[config.mk]
export PLATFORM = sky130hd
export DESIGN_NAME = band_la_scheduler
export DESIGN_NICKNAME = d
export VERILOG_FILES = /design/src/rtl/band_la_scheduler.sv
export SDC_FILE = /design/constraint.sdc
export NUM_CORES = 1
export LEC_CHECK = 0
export CAP_MARGIN = 20
export CORE_UTILIZATION = 54
export DETAILED_ROUTE_END_ITERATION = 8
export PLACE_DENSITY = 0.76
export SETUP_SLACK_MARGIN = 0.5
export SYNTH_ARGS = -nofsm -noshare
export SYNTH_HDL_FRONTEND = slang
export SYNTH_SLANG_ARGS = --single-unit
[constraint.sdc]
create_clock -name clk -period 11.9 [get_ports clk]
set_input_delay 1.19 -clock clk [delete_from_list [all_inputs] [get_ports clk]]
set_output_delay 1.19 -clock clk [all_outputs]
set_load 0.005 [all_outputs]
[src/rtl/band_la_scheduler.sv]
// band_la_scheduler
//   Shares one iterative 2x2 eigen solver among BANDS per-band correlation
//   triplets. Triplets are buffered in a FIFO and issued one at a time with a
//   start/done handshake. A watchdog aborts a solve that runs too long. The
//   block also tracks which bands of the current frame have completed.
//
// Ports
//   clk, rst_n               clock, asynchronous active-low reset
//   r11, r12, r22, band_in   incoming triplet and its band index
//   din_valid                triplet valid (no backpressure)
//   la_ready, la_done        solver idle / solver result valid pulse
//   la_r11/12/22, la_band    triplet held for the solver from start to done/abort
//   la_start, la_abort       one-cycle start and watchdog-abort pulses
//   clear_flags              synchronous clear of sticky flags and frame mask
//   fifo_count, fifo_full    FIFO occupancy
//   overflow, timeout        sticky drop / watchdog flags
//   frame_done               one-cycle pulse when every band has completed
//
// Optional feature: define BAND_LA_SCHED_STATS_EN to add saturating counters
//   issued_cnt, drop_cnt and timeout_cnt (cleared only by rst_n).
module band_la_scheduler #(
    parameter int DIN_WIDTH      = 16,
    parameter int BANDS          = 4,
    parameter int FIFO_DEPTH     = 8,
    parameter int TIMEOUT_CYCLES = 1024,
    localparam int BW = (BANDS > 1) ? $clog2(BANDS) : 1,
    localparam int CW = $clog2(FIFO_DEPTH + 1)
) (
    input  logic                 clk,
    input  logic                 rst_n,
    input  logic [DIN_WIDTH-1:0] r11,
    input  logic [DIN_WIDTH-1:0] r12,
    input  logic [DIN_WIDTH-1:0] r22,
    input  logic [BW-1:0]        band_in,
    input  logic                 din_valid,
    input  logic                 la_ready,
    input  logic                 la_done,
    output logic [DIN_WIDTH-1:0] la_r11,
    output logic [DIN_WIDTH-1:0] la_r12,
    output logic [DIN_WIDTH-1:0] la_r22,
    output logic [BW-1:0]        la_band,
    output logic                 la_start,
    output logic                 la_abort,
    input  logic                 clear_flags,
    output logic [CW-1:0]        fifo_count,
    output logic                 fifo_full,
    output logic                 overflow,
    output logic                 timeout,
    output logic                 frame_done
`ifdef BAND_LA_SCHED_STATS_EN
    ,
    output logic [31:0]          issued_cnt,
    output logic [31:0]          drop_cnt,
    output logic [31:0]          timeout_cnt
`endif
);

    localparam int PW = (FIFO_DEPTH > 1) ? $clog2(FIFO_DEPTH) : 1;
    localparam int WW = $clog2(TIMEOUT_CYCLES + 1);
    localparam int EW = BW + 3 * DIN_WIDTH;

    typedef enum logic [1:0] {IDLE, ISSUE, WAIT} state_e;

    state_e            state_q, state_d;
    logic [WW-1:0]     wd_q, wd_d;
    logic [EW-1:0]     mem_q [FIFO_DEPTH];
    logic [PW-1:0]     wr_ptr_q, wr_ptr_d, rd_ptr_q, rd_ptr_d;
    logic [CW-1:0]     count_q, count_d;
    logic [EW-1:0]     la_q, la_d;
    logic              ov_q, ov_d, to_q, to_d, frame_q, frame_d;
    logic [BANDS-1:0]  mask_q, mask_d, mask_set, band_onehot;
    logic              empty, full, pop, push, drop, done_ok, abort_now;

    assign empty = (count_q == '0);
    assign full  = (count_q == CW'(FIFO_DEPTH));
    assign pop   = (state_q == IDLE) && !empty && la_ready;
    // A write into a full FIFO is still accepted when the head leaves the same cycle.
    assign push  = din_valid && (!full || pop);
    assign drop  = din_valid && full && !pop;

    always_comb begin
        state_d   = state_q;
        wd_d      = wd_q;
        la_start  = 1'b0;
        la_abort  = 1'b0;
        done_ok   = 1'b0;
        abort_now = 1'b0;
        case (state_q)
            IDLE: if (pop) state_d = ISSUE;
            ISSUE: begin
                la_start = 1'b1;
                wd_d     = '0;
                state_d  = WAIT;
            end
            WAIT: begin
                wd_d = wd_q + 1'b1;
                // A done arriving on the last watchdog cycle takes priority over the abort.
                if (la_done) begin
                    done_ok = 1'b1;
                    state_d = IDLE;
                end else if (wd_q == WW'(TIMEOUT_CYCLES - 1)) begin
                    la_abort  = 1'b1;
                    abort_now = 1'b1;
                    state_d   = IDLE;
                end
            end
            default: state_d = IDLE;
        endcase
    end

    always_comb begin
        wr_ptr_d = wr_ptr_q;
        rd_ptr_d = rd_ptr_q;
        la_d     = la_q;
        if (push) wr_ptr_d = (wr_ptr_q == PW'(FIFO_DEPTH - 1)) ? '0 : wr_ptr_q + 1'b1;
        if (pop) begin
            rd_ptr_d = (rd_ptr_q == PW'(FIFO_DEPTH - 1)) ? '0 : rd_ptr_q + 1'b1;
            la_d     = mem_q[rd_ptr_q];
        end
        count_d = count_q + CW'(push) - CW'(pop);
    end

    always_comb begin
        band_onehot = '0;
        for (int unsigned i = 0; i < BANDS; i++) band_onehot[i] = (la_band == BW'(i));
        // Clear is applied first so a same-cycle set survives it.
        mask_set = (clear_flags ? '0 : mask_q) | (done_ok ? band_onehot : '0);
        frame_d  = &mask_set;
        mask_d   = frame_d ? '0 : mask_set;
        ov_d     = (ov_q && !clear_flags) || drop;
        to_d     = (to_q && !clear_flags) || abort_now;
    end

    always_ff @(posedge clk) begin
        if (push) mem_q[wr_ptr_q] <= {band_in, r11, r12, r22};
    end

    always_ff @(posedge clk or negedge rst_n) begin
        if (!rst_n) begin
            state_q  <= IDLE;
            wd_q     <= '0;
            wr_ptr_q <= '0;
            rd_ptr_q <= '0;
            count_q  <= '0;
            la_q     <= '0;
            ov_q     <= 1'b0;
            to_q     <= 1'b0;
            frame_q  <= 1'b0;
            mask_q   <= '0;
        end else begin
            state_q  <= state_d;
            wd_q     <= wd_d;
            wr_ptr_q <= wr_ptr_d;
            rd_ptr_q <= rd_ptr_d;
            count_q  <= count_d;
            la_q     <= la_d;
            ov_q     <= ov_d;
            to_q     <= to_d;
            frame_q  <= frame_d;
            mask_q   <= mask_d;
        end
    end

    assign {la_band, la_r11, la_r12, la_r22} = la_q;
    assign fifo_count = count_q;
    assign fifo_full  = full;
    assign overflow   = ov_q;
    assign timeout    = to_q;
    assign frame_done = frame_q;

`ifdef BAND_LA_SCHED_STATS_EN
    logic [31:0] issued_q, drop_q, tmo_q;

    always_ff @(posedge clk or negedge rst_n) begin
        if (!rst_n) begin
            issued_q <= '0;
            drop_q   <= '0;
            tmo_q    <= '0;
        end else begin
            if (la_start && issued_q != '1) issued_q <= issued_q + 1'b1;
            if (drop && drop_q != '1)       drop_q   <= drop_q + 1'b1;
            if (la_abort && tmo_q != '1)    tmo_q    <= tmo_q + 1'b1;
        end
    end

    assign issued_cnt  = issued_q;
    assign drop_cnt    = drop_q;
    assign timeout_cnt = tmo_q;
`endif

endmodule
# After elaboration in Yosys (flattened, before gate mapping)
# Memories as Yosys holds them, arrays and structs flattened. A register that Yosys moved wholly into a read port is not among the register bits.
# Index checks and enable logic that the tools add are counted.
[classes]
n_addsub = 5
n_eq_ne = 11
muxes = 18
bitwise = 1
n_reduce_logical = 21
[op_table]
columns = ["operator", "count"]
rows = [
  ["11-bit case mux with 2 select lines", 1],
  ["4-bit 2-to-1 mux", 3],
  ["11-bit by 1-bit adder with 11-bit output (second input constant)", 1],
  ["11-bit by 10-bit == test with 1-bit output (second input constant)", 1],
  ["1-bit 2-to-1 mux", 8],
  ["1-bit logical AND", 7],
  ["3-bit by 1-bit adder with 3-bit output (second input constant)", 2],
  ["2-bit == test (second input constant)", 3],
  ["3-bit == test (second input constant)", 2],
  ["2-bit 2-to-1 mux", 3],
  ["3-bit 2-to-1 mux", 2],
  ["2-bit case mux with 3 select lines", 1],
  ["1-bit zero test", 5],
  ["4-bit by 1-bit adder with 4-bit output", 1],
  ["2-bit by 1-bit == test with 1-bit output (second input constant)", 2],
  ["4-bit == test (second input constant)", 1],
  ["2-bit zero test", 2],
  ["4-bit zero test", 1],
  ["4-bit bitwise OR", 1],
  ["4-bit AND reduction", 1],
  ["4-bit by 1-bit subtractor with 4-bit output", 1],
  ["1-bit logical OR", 3],
  ["3-bit != test (second input constant)", 1],
  ["2-bit != test (second input constant)", 1],
  ["2 further kinds", 2],
]
[totals]
regBits = 30
ram_bits = 400
input_bits = 56
out_inout_bits = 60
elab_cells = 66
memories = 1
[mem_list]
columns = ["name", "words", "width", "read_ports", "rd_ports_with_merged_regs", "wr", "line", "rtl"]
rows = [
  ["mem_q", 8, 50, 1, 1, 1, "66", "logic [EW-1:0] mem_q [FIFO_DEPTH];"],
]

# Depth between registers and ports, before layout
[depth]
word_depth = 8
ltp_mapped = 11
depth_no_buf = 10

# Least setup slack after synthesis
# OpenSTA, ideal clock, no wires.
[synth_path]
path_type = "input to register"
startpoint = "input port la_ready"
endpoint = "memory mem_q[5][0] (netlist bit) (enable)"
arrival_ns = 5.112
required_time_ns = 11.381
path_slack_ns = 6.269
path_stages = 4
n_path_buf = 0
cell_sequence = "nand2_1 > o21ai_0 > nand2_1 > nor3_1"
[synth_between]
elab_chain_len = 5
[synth_rtl]
columns = ["element", "line", "rtl"]
rows = [
  ["start, declared", "36", "input logic la_ready,"],
  ["1-bit logical AND", "76", "assign pop = (state_q == IDLE) && !empty && la_ready;"],
  ["1-bit logical OR", "78", "assign push = din_valid && (!full || pop);"],
  ["1-bit logical AND", "78", ""],
  ["1-bit 2-to-1 mux", "135", "if (push) mem_q[wr_ptr_q] <= {band_in, r11, r12, r22};"],
  ["1-bit 2-to-1 mux (implied by the code)", "135", ""],
  ["end, declared", "66", ""],
]
# Every way passes these cells.

# Final worst setup path
[layout_path]
startpoint = "input port la_done"
endpoint = "output port la_abort"
[layout_between]
elab_chain_len = 2
[layout_rtl]
columns = ["element", "line", "rtl"]
rows = [
  ["start, declared", "37", "input logic la_done,"],
  ["1-bit 2-to-1 mux", "98", "if (la_done) begin"],
  ["1-bit 2-to-1 mux", "88", "case (state_q)"],
  ["end, declared", "43", "output logic la_abort,"],
]
# Every way passes these cells.

==> flow_metrics.py <==
metrics = {
    "die": {
        "full_die_area_sq_mm": 0.0347,
        "design.core.area_sq_mm": 0.0334,
        "placementRows": 67,
        "pin_count": 116,
        "die_w_microns": 186,
        "die_h_microns": 186,
        "start_util_pct": 54.8,
    },
    "synth": {
        "yosysWarningCount": 0,
        "part_of_the_yosys_area_used_for_sequential_elements_pct": 76.4,
        "post_synth_instance_area_sq_mm": 0.0183,
        "synth-async-reset-ratio_pct": 16.7,
        "synth_area_per_inst_sq_um": 20.2,
        "synth_fp_nets": 981,
        "ys_types": 39,
        "ys_seq_elements": 480,
        "synthesis.instances": 910,
        "synth_top_cell_by_area": "edfxtp_1",
        "netlist.area_leader.share_pct": 65.5,
        "post_synth_main_area_contributors": "edfxtp_1 65%, mux4_2 12%, dfrtp_1 11%, mux2i_1 2.8%, nand2_1 1.4%",
        "synth-main-ff-cell": "edfxtp_1",
        "synth_enable_flop_cells": 400,
    },
    "cells_and_area": {
        "finalNetCount": 1117,
        "num_antenna_cells": 0,
        "finalCoreUtilization_pct": 64.3,
        "fillers": 2164,
        "seqCellArea_sq_mm": 0.0140,
        "multiInputGateArea_sq_mm": 0.00407,
        "final_instance_area_sq_mm": 0.0215,
        "layout-drive-gt1-share_pct": 17.8,
        "finalNonFillerCells": 1530,
        "area_growth_synth_to_finish_pct": 17.3,
    },
    "timing": {
        "worst_slack_ps": 8170,
        "fin_crit_ps": 3730,
        "hold_ws_ps": 482,
        "unrepaired_setup_endpoints_after_global_routing": "no",
        "timing.final.crit_share_pct": 31.4,
        "timing.final.setup_violations": 0,
        "timing.slew.headroom_pct": 27.7,
        "tightestPinTransition_ps": 1080,
        "finalHoldViolCount": 0,
        "fin_setup_tns_ps": 0,
        "achievable-frequency_ghz": 0.268,
        "fin_worst_skew_ps": 26.7,
        "final_max_slew_viol_count": 0,
    },
    "power_and_ir_drop": {
        "p_sw_share_pct": 27.7,
        "seqPwrFrac_pct": 45.9,
        "total_leakage_power_nw": 7.31,
        "combinationalPowerShare_pct": 25.8,
        "power.clock.fraction_pct": 28.3,
        "netSwitchingPower_mw": 1.42,
        "power.ir.vdd_worst_mv": 0.129,
        "pwrdens_mw_per_mm2": 238,
        "internal-power_mw": 3.70,
        "power_mw": 5.11,
    },
    "global_route": {
        "antenna_found_initial": 1,
        "grtUsageTotal_pct": 20.8,
        "largest_net_degree_at_the_start_of_global_routing": 107,
        "grt_first_pass_wirelength_mm": 53.5,
        "overflow": 0,
        "first_global_vias": 9117,
    },
    "clocking": {
        "worst_skew_pair.late_latency_ps": 560,
        "cts_htree_levels": 2,
        "cts-hold-fix-buffers": 0,
        "worst_setup_hold_path_clk_slew_ps": 60,
        "cts_made_buffers": 46,
        "cts_num_sinks": 480,
        "cts_tree": "built",
        "cts.root.buffer_cell": "clkbuf_16",
        "cts-resized-gates": 0,
        "post_cts.repair.setup_buffers": 0,
        "max-clock-path-buffers": 3,
    },
    "detailed_routing": {
        "drc_errors": 0,
        "num_vias": 8763,
        "viasPerCell": 5.73,
        "firstDrtPassIters": 4,
        "postRouteAntennaNets": 0,
        "detail_route.iter0.violations": 610,
        "wl_per_cell_microns": 22.4,
        "drt-total-wl_mm": 34.2,
    },
    "place": {
        "placed_area_sq_mm": 0.0200,
        "gp_routability_congestion": 0.724,
        "numPortBuffers": 115,
        "place.detailed.instances": 1444,
        "place_ws_ps": 7830,
        "dp_hpwl_mm": 19.1,
    },
    "critical_path": {
        "worstSetupPathType": "input port to primary output",
        "timing.rr.start": "state_q[0]",
        "critical_path.endpoint_type": "primary output",
        "crit-reg2reg-capture": "mem_q[7][4]",
        "critical_path.startpoint_type": "input port",
        "worst-endpoint-arrival_ps": 2540,
        "rr_worst_depth": 7,
        "worst-r2r-setup-slack_ps": 8830,
        "critical_path_fanout_max": 5,
        "crit_required_ps": 10710,
    },
    "job": {
        "cap_violations": 0,
    },
    "worst_hold_path": {
        "min_path_type": "flip-flop to flip-flop",
        "worst_hold_path.num_cells": 2,
        "worstHoldStart": "la_q[28]",
        "holdPathEnd": "la_q[28]",
    },
    "status": {
        "status": "completed",
    },
}
## kinds of logic (layout without fill, tap and decap cells)
family	count (synthesis)	count (layout)	synth area share [%]
simple gates	115	115	2.79
xor+xnor	7	7	0.334
buf+inv	61	233	1.77
compound gates	76	76	2.26
mux	156	156	15.4
fa+ha+maj	15	15	1.06
flops	480	480	76.4
## Yosys cell counts (2+ instances only)
cell type and n:
a2bb2oi_1 2, a21oi_1 9, mux2i_1 51, nand3b_1 2
a21o_1 5, buf_6 9, edfxtp_1 400, ha_1 14
xor2_1 2, nand2_1 67, mux4_2 100, dfrtp_1 80
clkbuf_1 12, buf_2 20, inv_1 19, nor3_1 8
xnor2_1 5, o21ai_1 50, nor2_1 16, nand3_1 9
mux2_1 5, nand2b_1 2, o21ai_0 6, nor4_1 2
## routing by layer
layer	share of wire (%)	track usage [%]	up-vias
met3	4.9	3.68	53
met5	0.038	0	-
met1	43	29.3	4575
met4	1.8	5.44	2
met2	50	34.1	238
li1	-	-	3895
## registers in the layout (all words and copies together), names as in the netlist
name        flops
fifo_count      4
frame_done      1
la_q           50
mask_q          4
mem_q         400
overflow        1
rd_ptr_q        3
state_q         2
timeout         1
wd_q           11
wr_ptr_q        3
## how the worst max path moves through the flow
stage                  start      endpoint  cells past startpoint
floorplan           la_ready   mem_q[5][0]                      4
global placement    la_ready  mem_q[7][42]                      6
detailed placement  la_ready  mem_q[7][41]                      6
CTS                  la_done      la_abort                      3
global route         la_done      la_abort                      3
finish               la_done      la_abort                      3
## layout by cell type (no fill, tap or decap), types with 5 or more instances in the layout
cell type        count
a21oi_1              9
buf_4               14
bufinv_16            6
clkbuf_1            13
clkbuf_16           47
clkdlybuf4s50_1    114
clkinv_1             8
clkinv_2             6
dfrtp_1             77
edfxtp_1           400
ha_1                14
inv_1               19
mux2_1               5
mux2i_1             51
mux4_2             100
nand2_1             67
nand3_1              9
nor2_1              10
nor2_4               6
nor3_1               6
o21ai_0              6
o21ai_1             50
xnor2_1              5
## critical path, cell delays in order
cell and delay [ps]:
clkdlybuf4s50_1 480, nor3b_1 310, clkdlybuf4s50_1 560
## power by group through the flow
stage                     sequential (mW)  clock [mW]  combinational (mW)
after CTS                            2.39        1.47                1.29
after global placement               2.41           0                1.25
final                                2.35        1.45                1.32
after floorplan                      2.29           0               0.935
after global routing                 2.38        1.54                1.45
after detailed placement             2.42           0                1.27
## layout make-up
class                      instances  share of cell area (%)
inverter                          19                   0.331
multi-input combinational        369                    18.9
sequential                       480                    65.2
clock inverter                    24                    1.27
timing repair buffer             130                    6.05
clock buffer                      60                    5.69
tap                              448                    2.60
(Power assumes the default switching activity.)
